`config.mk`:
```
export PLATFORM = sky130hd
export DESIGN_NAME = int2flt_noround_seq_flat
export DESIGN_NICKNAME = d
export VERILOG_FILES = /design/src/rtl/int2flt_noround_seq_if.sv /design/src/rtl/int2flt_noround_seq.sv /design/src/flat_wrapper.sv
export SDC_FILE = /design/constraint.sdc
export NUM_CORES = 1
export LEC_CHECK = 0
export CORE_MARGIN = 5
export CORE_UTILIZATION = 55
export DETAILED_ROUTE_END_ITERATION = 16
export HOLD_SLACK_MARGIN = 0.15
export MAX_ROUTING_LAYER = met4
export PLACE_DENSITY = 0.77
export SLEW_MARGIN = 20
export SYNTH_ARGS = -nofsm -noshare
export SYNTH_HDL_FRONTEND = slang
export SYNTH_SLANG_ARGS = --single-unit
export TNS_END_PERCENT = 5
```
`constraint.sdc`:
```
create_clock -name clk -period 2.4 [get_ports clk]
set_clock_uncertainty 0.05 [all_clocks]
set_input_delay 0.24 -clock clk [delete_from_list [all_inputs] [get_ports clk]]
set_output_delay 0.24 -clock clk [all_outputs]
set_load 0.01 [all_outputs]
```
`src/rtl/int2flt_noround_seq_if.sv`:
```
// Start/done handshake plus byte-wide data_mem port shared by the int<->float stages.
interface int2flt_noround_seq_if #(parameter int ADDR_W = 8);
  logic              start;
  logic              done;
  logic              busy;
  logic [ADDR_W-1:0] dm_addr;
  logic [7:0]        dm_rd_data;
  logic [7:0]        dm_wr_data;
  logic              dm_wr_en;

  modport master (output start, dm_rd_data,
                  input  done, busy, dm_addr, dm_wr_data, dm_wr_en);
  modport slave  (input  start, dm_rd_data,
                  output done, busy, dm_addr, dm_wr_data, dm_wr_en);
endinterface

```
`src/rtl/int2flt_noround_seq.sv`:
```
// 16-bit signed int -> half float, truncating. Reads SRC from data_mem, normalises
// one bit per cycle, writes the packed float to DST.
module int2flt_noround_seq #(
  parameter int                ADDR_W   = 8,
  parameter logic [ADDR_W-1:0] SRC_ADDR = 8'd0,
  parameter logic [ADDR_W-1:0] DST_ADDR = 8'd2
) (
  input  logic                  clk,
  input  logic                  reset,
  int2flt_noround_seq_if.slave  bus
);

  typedef enum logic [3:0] {
    IDLE, RD_LO, RD_HI, ABS, NORM, PACK, WR_LO, WR_HI, DONE
  } state_t;

  state_t            state, state_nx;
  logic              start_q;
  logic [15:0]       int_r;
  logic [15:0]       mag;
  logic [3:0]        shift_cnt;
  logic              sign;
  logic [15:0]       result;

  logic              done_c, busy_c, wr_en_c;
  logic [ADDR_W-1:0] addr_c;
  logic [7:0]        wr_data_c;

  always_ff @(posedge clk or posedge reset) begin
    if (reset) state <= IDLE;
    else       state <= state_nx;
  end

  always_comb begin
    state_nx  = state;
    done_c    = 1'b0;
    busy_c    = (state != IDLE);
    wr_en_c   = 1'b0;
    addr_c    = '0;
    wr_data_c = 8'h00;
    case (state)
      IDLE:  if (start_q && !bus.start) state_nx = RD_LO;
      RD_LO: begin addr_c = SRC_ADDR;        state_nx = RD_HI; end
      RD_HI: begin addr_c = SRC_ADDR + 1'b1; state_nx = ABS;   end
      // |int| is zero exactly when int is zero, so decide before mag is loaded
      ABS:   state_nx = (int_r == 16'h0000) ? PACK : NORM;
      // leave on the cycle the shift lands the leading one in bit 15
      NORM:  if (mag[15] || mag[14]) state_nx = PACK;
      PACK:  state_nx = WR_LO;
      WR_LO: begin
        addr_c = DST_ADDR; wr_data_c = result[7:0];  wr_en_c = 1'b1; state_nx = WR_HI;
      end
      WR_HI: begin
        addr_c = DST_ADDR + 1'b1; wr_data_c = result[15:8]; wr_en_c = 1'b1; state_nx = DONE;
      end
      DONE:  begin done_c = 1'b1; state_nx = IDLE; end
      default: state_nx = IDLE;
    endcase
  end

  always_ff @(posedge clk or posedge reset) begin
    if (reset) begin
      start_q   <= 1'b0;
      int_r     <= '0;
      sign      <= 1'b0;
      mag       <= '0;
      shift_cnt <= '0;
      result    <= '0;
    end else begin
      start_q <= bus.start;
      case (state)
        RD_LO: int_r[7:0]  <= bus.dm_rd_data;
        RD_HI: int_r[15:8] <= bus.dm_rd_data;
        ABS: begin
          sign      <= int_r[15];
          mag       <= int_r[15] ? (~int_r + 16'd1) : int_r;
          shift_cnt <= '0;
        end
        NORM: if (!mag[15]) begin
          mag       <= {mag[14:0], 1'b0};
          shift_cnt <= shift_cnt + 4'd1;
        end
        PACK: result <= (mag == 16'h0000) ? 16'h0000
                        : {sign, 5'd30 - {1'b0, shift_cnt}, mag[14:5]};
        default: ;
      endcase
    end
  end

  assign bus.done       = done_c;
  assign bus.busy       = busy_c;
  assign bus.dm_addr    = addr_c;
  assign bus.dm_wr_data = wr_data_c;
  assign bus.dm_wr_en   = wr_en_c;

endmodule

```
`src/flat_wrapper.sv`:
```
// flat-port wrapper written by rule: the top's interface ports become plain ports
module int2flt_noround_seq_flat 
#(
  parameter int                ADDR_W   = 8,
  parameter logic [ADDR_W-1:0] SRC_ADDR = 8'd0,
  parameter logic [ADDR_W-1:0] DST_ADDR = 8'd2
)
  (clk, reset, bus_start, bus_dm_rd_data, bus_done, bus_busy, bus_dm_addr, bus_dm_wr_data, bus_dm_wr_en);
  int2flt_noround_seq_if #(.ADDR_W(ADDR_W)) bus_i ();
  input  logic clk;
  input  logic reset;
  input wire logic [$bits(bus_i.start)-1:0] bus_start;
  input wire logic [$bits(bus_i.dm_rd_data)-1:0] bus_dm_rd_data;
  output wire logic [$bits(bus_i.done)-1:0] bus_done;
  output wire logic [$bits(bus_i.busy)-1:0] bus_busy;
  output wire logic [$bits(bus_i.dm_addr)-1:0] bus_dm_addr;
  output wire logic [$bits(bus_i.dm_wr_data)-1:0] bus_dm_wr_data;
  output wire logic [$bits(bus_i.dm_wr_en)-1:0] bus_dm_wr_en;
  assign bus_i.start = bus_start;
  assign bus_i.dm_rd_data = bus_dm_rd_data;
  assign bus_done = bus_i.done;
  assign bus_busy = bus_i.busy;
  assign bus_dm_addr = bus_i.dm_addr;
  assign bus_dm_wr_data = bus_i.dm_wr_data;
  assign bus_dm_wr_en = bus_i.dm_wr_en;
  int2flt_noround_seq #(.ADDR_W(ADDR_W), .SRC_ADDR(SRC_ADDR), .DST_ADDR(DST_ADDR)) u_core (.clk(clk), .reset(reset), .bus(bus_i));
endmodule
```
# Word level (Yosys, flattened, before mapping)
# Cells that the tools add are included.
# Widths: inputs -> output; s select.
# word_totals
regBits	58
out_inout_bits	19
# classes
n_bitwise	1
n_mux	14
n_eq_ne	11
add_sub_neg	3
reduce_logical	11
# op_table
cell	count
$mux 16	3
$logic_not 16->1	2
$pmux 16 s2	1
$pmux 4 s8	1
$add 16x1->16 const B	1
$eq 4x3->1 const B	4
$not 16->16	1
$pmux 8 s2	1
$mux 4	3
$eq 4x2->1 const B	2
$pmux 4 s2	1
$pmux 2 s3	1
$sub 5x4->5 const A	1
$add 4x1->4 const B	1
$eq 4x1->1 const B	1
$eq 4x4->1 const B	1
$logic_not 4->1	1
$ne 2x1->1 const B	2
$reduce_and 2->1	2
$reduce_bool 4->1	1
$mux 1	3
$ne 2x2->1 const B	1
$reduce_bool 2->1	1
$reduce_or 2->1	1
3 further kinds	3

# Depth between registers and ports, before layout
# logic_depth
word_depth	4
mapped_depth	6
depth_no_buf	6

# Least setup slack after synthesis
# Ideal clock, no wire load.
# synth_path
path_type	flip-flop to flip-flop
start	reg u_core.mag[15]
end	reg u_core.mag[1]
stages_incl_launch_ff	7
period_less_slack_ps	2010
slack_ps	390
required_time_ps	2192
setup_time_ps	158
arrival_ps	1801
path_buffers	2
path_cell_list	dfrtp_1 or4b_2 clkbuf_1 a21o_1 buf_2 a32oi_1 o31ai_1
# synth_between
elab_chain_len	2
# synth_rtl
item	line_no	text
start: declaration	int2flt_noround_seq.sv:20	logic [15:0] mag;
start signal: assignment	int2flt_noround_seq.sv:76	mag <= int_r[15] ? (~int_r + 16'd1) : int_r;
start signal: assignment	int2flt_noround_seq.sv:80	mag <= {mag[14:0], 1'b0};
$ne 2x2->1 (no source line)	--	
$reduce_and 2->1 (no source line)	--	
# No other way between the ends.
# A chain may end at the register's enable or synchronous reset.

# Worst setup path after layout
# layout_path
start	reg u_core.state[1]
end	out bus_dm_addr[0]
# layout_between
elab_chain_len	2
# layout_rtl
item	line_no	text
start: declaration	int2flt_noround_seq.sv:17	state_t state, state_nx;
start signal: assignment	int2flt_noround_seq.sv:31	else state <= state_nx;
$eq 4x3->1 / $eq 4x2->1 (equally long branches)	int2flt_noround_seq.sv:41	case (state)
$pmux 2 s3 (*)	int2flt_noround_seq.sv:41	
end: declaration	flat_wrapper.sv:16	output wire logic [$bits(bus_i.dm_addr)-1:0] bus_dm_addr;
# Every way passes the cells marked *; elsewhere a longest branch is shown, timed or not.

==> run_summary.xml <==
<?xml version="1.0" encoding="UTF-8"?>
<metrics>
  <group name="outcome">
    <metric name="outcome" unit="">completed</metric>
  </group>
  <group name="worst_setup_path">
    <metric name="critical_path.top_delay_family" unit="">simple AND/OR/NAND/NOR gates</metric>
    <metric name="setup.worst_path.end_class" unit="">output port</metric>
    <metric name="ff2ff_setup_slack" unit="ns">0.16</metric>
    <metric name="worst-endpoint-arrival" unit="ns">1.99</metric>
    <metric name="worstSetupStartpointType" unit="">register</metric>
    <metric name="cp_cell_sequence" unit="">nor2b_1 -&gt; and3_1 -&gt; or2_2 -&gt; clkdlybuf4s50_1</metric>
    <metric name="worstReg2RegStart" unit="">u_core.int_r[0]</metric>
    <metric name="critical_path.slowest_cell" unit="">sky130_fd_sc_hd__dfrtp_2</metric>
    <metric name="timing.critical_path.fanout_max" unit="">11</metric>
    <metric name="critPathKind" unit="">reg2out</metric>
    <metric name="r2r_cells" unit="">6</metric>
    <metric name="critPathMaxStageDelay" unit="ns">0.48</metric>
    <metric name="crit_buf_inv" unit="">1</metric>
    <metric name="timing.rr.end" unit="">u_core.mag[12]</metric>
    <metric name="cp.required" unit="ns">2.11</metric>
  </group>
  <group name="hold_path">
    <metric name="min-delay-path-class" unit="">in2async</metric>
  </group>
  <group name="layout">
    <metric name="fill_cells" unit="">415</metric>
    <metric name="syn2layout_area_growth" unit="%">18.2</metric>
    <metric name="final-instance-count-excl-fill" unit="">380</metric>
    <metric name="multiInputGateArea" unit="mm²">0.00140</metric>
    <metric name="finish.instance_area" unit="mm²">0.00351</metric>
    <metric name="share_of_post_route_cells_with_drive_strength_above_1" unit="%">20.6</metric>
    <metric name="num-nets-final" unit="">320</metric>
    <metric name="seqCellArea" unit="mm²">0.00145</metric>
    <metric name="num_antenna_cells" unit="">0</metric>
  </group>
  <group name="clock_tree">
    <metric name="cts.sink_count" unit="">58</metric>
    <metric name="clk_transition_reported_paths" unit="ns">0.06</metric>
    <metric name="worst_skew_pair.late_latency" unit="ns">0.34</metric>
    <metric name="cts_tree" unit="">done</metric>
    <metric name="tritoncts.num_buffers" unit="">9</metric>
    <metric name="cts_hold_buffers" unit="">0</metric>
    <metric name="cts_htree_levels" unit="">3</metric>
    <metric name="ctsRootBufferMaster" unit="">sky130_fd_sc_hd__clkbuf_8</metric>
    <metric name="clock_path_buffers" unit="">2</metric>
  </group>
  <group name="grt">
    <metric name="globalRoute.totalOverflow" unit="">0</metric>
    <metric name="grt_usage" unit="%">20.0</metric>
    <metric name="first_global_vias" unit="">2168</metric>
    <metric name="global_route_wire_length_before_repair" unit="mm">10.8</metric>
    <metric name="maximum_number_of_pins_on_one_net_before_global_route_repair" unit="">23</metric>
    <metric name="grt_antenna_before_repair" unit="">0</metric>
  </group>
  <group name="sta">
    <metric name="timing.final.ws_setup" unit="ns">0.124</metric>
    <metric name="final-hold-violation-count" unit="">0</metric>
    <metric name="min_period_over_period" unit="%">94.8</metric>
    <metric name="worst_slew_pin_slew" unit="ns">0.657</metric>
    <metric name="clock_period_minus_worst_slack" unit="ns">2.28</metric>
    <metric name="setup-tns-final" unit="ns">0</metric>
    <metric name="max-slew-margin-rel" unit="%">55.6</metric>
    <metric name="setup_violations" unit="">0</metric>
    <metric name="slew_viol_final" unit="">0</metric>
    <metric name="fmaxAchievable" unit="MHz">439</metric>
    <metric name="rsz0062_at_grt" unit="">no</metric>
  </group>
  <group name="yosys">
    <metric name="yosysSeqAreaShare" unit="%">48.9</metric>
    <metric name="largest_family_of_logic_cells_by_synthesized_area" unit="">simple AND/OR/NAND/NOR gates</metric>
    <metric name="synth_flop_cell" unit="">sky130_fd_sc_hd__dfrtp_1</metric>
    <metric name="syn-cell-area" unit="mm²">0.00297</metric>
    <metric name="post_synth_fa_ha_maj_area_fraction" unit="%">1.27</metric>
    <metric name="synth_warnings" unit="">0</metric>
    <metric name="xor_xnor_cell_area_share_of_the_yosys_netlist" unit="%">4.43</metric>
    <metric name="muxShareOfSynthArea" unit="%">12.8</metric>
    <metric name="synthArstFlopShare" unit="%">100</metric>
    <metric name="synth-simple-area-share" unit="%">14.5</metric>
    <metric name="syn_avg_cell_area" unit="µm²">10.7</metric>
    <metric name="yosys_register_bits" unit="">58</metric>
    <metric name="synth.most_common_cell" unit="">sky130_fd_sc_hd__dfrtp_1</metric>
    <metric name="synth-compound-area-share" unit="%">13.1</metric>
    <metric name="synth.cells.most_frequent" unit="">sky130_fd_sc_hd__dfrtp_1 (58), sky130_fd_sc_hd__mux2_2 (24), sky130_fd_sc_hd__nor2_1 (21)</metric>
    <metric name="post_synth_inst_count" unit="">276</metric>
    <metric name="yosys.area.top_type_share" unit="%">48.9</metric>
    <metric name="netlist_top_cells_area" unit="">sky130_fd_sc_hd__dfrtp_1 (49%), sky130_fd_sc_hd__mux2_2 (9.1%), sky130_fd_sc_hd__mux2i_1 (3.7%)</metric>
    <metric name="synth.lib_cells_used.distinct" unit="">48</metric>
    <metric name="synth_top_cell_by_area" unit="">sky130_fd_sc_hd__dfrtp_1</metric>
    <metric name="synth-edff-count" unit="">0</metric>
  </group>
  <group name="pwr">
    <metric name="power_leakage" unit="µW">0.00148</metric>
    <metric name="design_power_total" unit="µW">4940</metric>
    <metric name="power.density" unit="mW/mm²">1410</metric>
    <metric name="vdd.ir_drop.worst" unit="µV">756</metric>
  </group>
  <group name="die">
    <metric name="fp.dieW" unit="µm">83.4</metric>
    <metric name="floorplan.die_area" unit="mm²">0.00696</metric>
    <metric name="rows" unit="">26</metric>
    <metric name="fp.coreArea" unit="mm²">0.00517</metric>
    <metric name="ioPinCount" unit="">30</metric>
    <metric name="die_h" unit="µm">83.4</metric>
    <metric name="initial_core_util" unit="%">57.4</metric>
  </group>
  <group name="place">
    <metric name="routabilityCongestion" unit="">0.859</metric>
    <metric name="postPlaceCellArea" unit="mm²">0.00329</metric>
    <metric name="place.detailed.instances" unit="">365</metric>
    <metric name="placement.io_buffers" unit="">23</metric>
    <metric name="dp_hpwl" unit="mm">4.73</metric>
    <metric name="dp_worst_setup_slack" unit="ns">0.184</metric>
  </group>
  <group name="routing">
    <metric name="post-route-drc-count" unit="">0</metric>
    <metric name="detailedRoute.firstPassIterationCount" unit="">4</metric>
    <metric name="routed_via_density" unit="">5.87</metric>
    <metric name="drt-initial-drc-count" unit="">146</metric>
    <metric name="wl_per_cell" unit="µm">17.3</metric>
    <metric name="route.antenna.remaining_nets" unit="">0</metric>
    <metric name="drt_wl_total" unit="mm">6.56</metric>
    <metric name="route.vias.total" unit="">2231</metric>
  </group>
  <group name="flow_run">
    <metric name="maxCapViolCount" unit="">0</metric>
  </group>
</metrics>
## final cells by class
class / instances / area share (%)
clock buffer: 13 / 4.82
clock inverter: 2 / 0.999
inverter: 7 / 0.749
multi-input combinational: 193 / 39.9
sequential: 58 / 41.4
tap: 70 / 2.50
timing repair buffer: 37 / 9.56
## report_power, final
group | total (µW) | leakage, µW | switching [µW] | internal [µW]
Clock | 926 | 0.000106 | 369 | 557
Combinational | 2060 | 0.000670 | 1010 | 1050
Sequential | 1950 | 0.000705 | 511 | 1440
## sequential cells by signal, indices dropped and copies added, names as in the netlist
signal / count
u_core.int_r: 16
u_core.mag: 16
u_core.result: 16
u_core.shift_cnt: 4
u_core.state: 4
u_core.sign: 1
u_core.start_q: 1
## logic make-up after synthesis
kind of cell / count (synthesis)
flops: 58
xor+xnor: 15
compound gates: 55
simple gates: 79
buf+inv: 30
fa+ha+maj: 3
other cells: 1
mux: 35
## per-stage QoR
| stage | hold slack (ns) | util (%) |
|---|---|---|
| floorplan | 0.221 | - |
| global placement | 0.433 | 63.6 |
| detailed placement | 0.435 | 63.6 |
| CTS | 0.196 | 67.6 |
| global route | 0.222 | 67.8 |
| finish | 0.184 | 67.8 |
## repair_timing
action	in CTS	in global routing
endpoints found under the setup margin	8	11
resized for setup	1	2
pin swaps	0	0
buffers inserted	0	0
## layout by cell type (no fill, tap or decap), types with 7 or more instances in the layout
cell type	Yosys	final
sky130_fd_sc_hd__a21oi_1	7	7
sky130_fd_sc_hd__buf_4	7	14
sky130_fd_sc_hd__clkbuf_8	0	12
sky130_fd_sc_hd__clkdlybuf4s50_1	0	23
sky130_fd_sc_hd__dfrtp_1	58	57
sky130_fd_sc_hd__mux2_2	24	24
sky130_fd_sc_hd__mux2i_1	11	11
sky130_fd_sc_hd__nand2_1	19	18
sky130_fd_sc_hd__nor2_1	21	21
sky130_fd_sc_hd__o21ai_0	9	9
sky130_fd_sc_hd__o31ai_1	7	7
sky130_fd_sc_hd__xor2_1	9	9
## layer usage
layer	share of wire (%)	global-route usage (%)	vias to the layer above	wire, µm
met1	44	25.0	1107	2920
met3	4.6	3.37	15	301
li1	-	-	1053	-
met4	2.3	9.80	0	150
met2	49	31.6	56	3190
met5	0	-	-	0
## worst max-delay path by stage
stage	slack [ns]	depth (start not counted)	end	from
after floorplan	0.39	6	u_core.mag[1]	u_core.mag[15]
after global placement	0.23	4	u_core.mag[11]	u_core.int_r[5]
after detailed placement	0.18	6	u_core.mag[12]	u_core.int_r[0]
after CTS	0.04	4	bus_dm_wr_data[3]	u_core.state[1]
after global routing	0.02	4	bus_dm_wr_data[3]	u_core.state[1]
final	0.12	4	bus_dm_addr[0]	u_core.state[1]
Note: power is estimated with default switching activity, not from simulation.
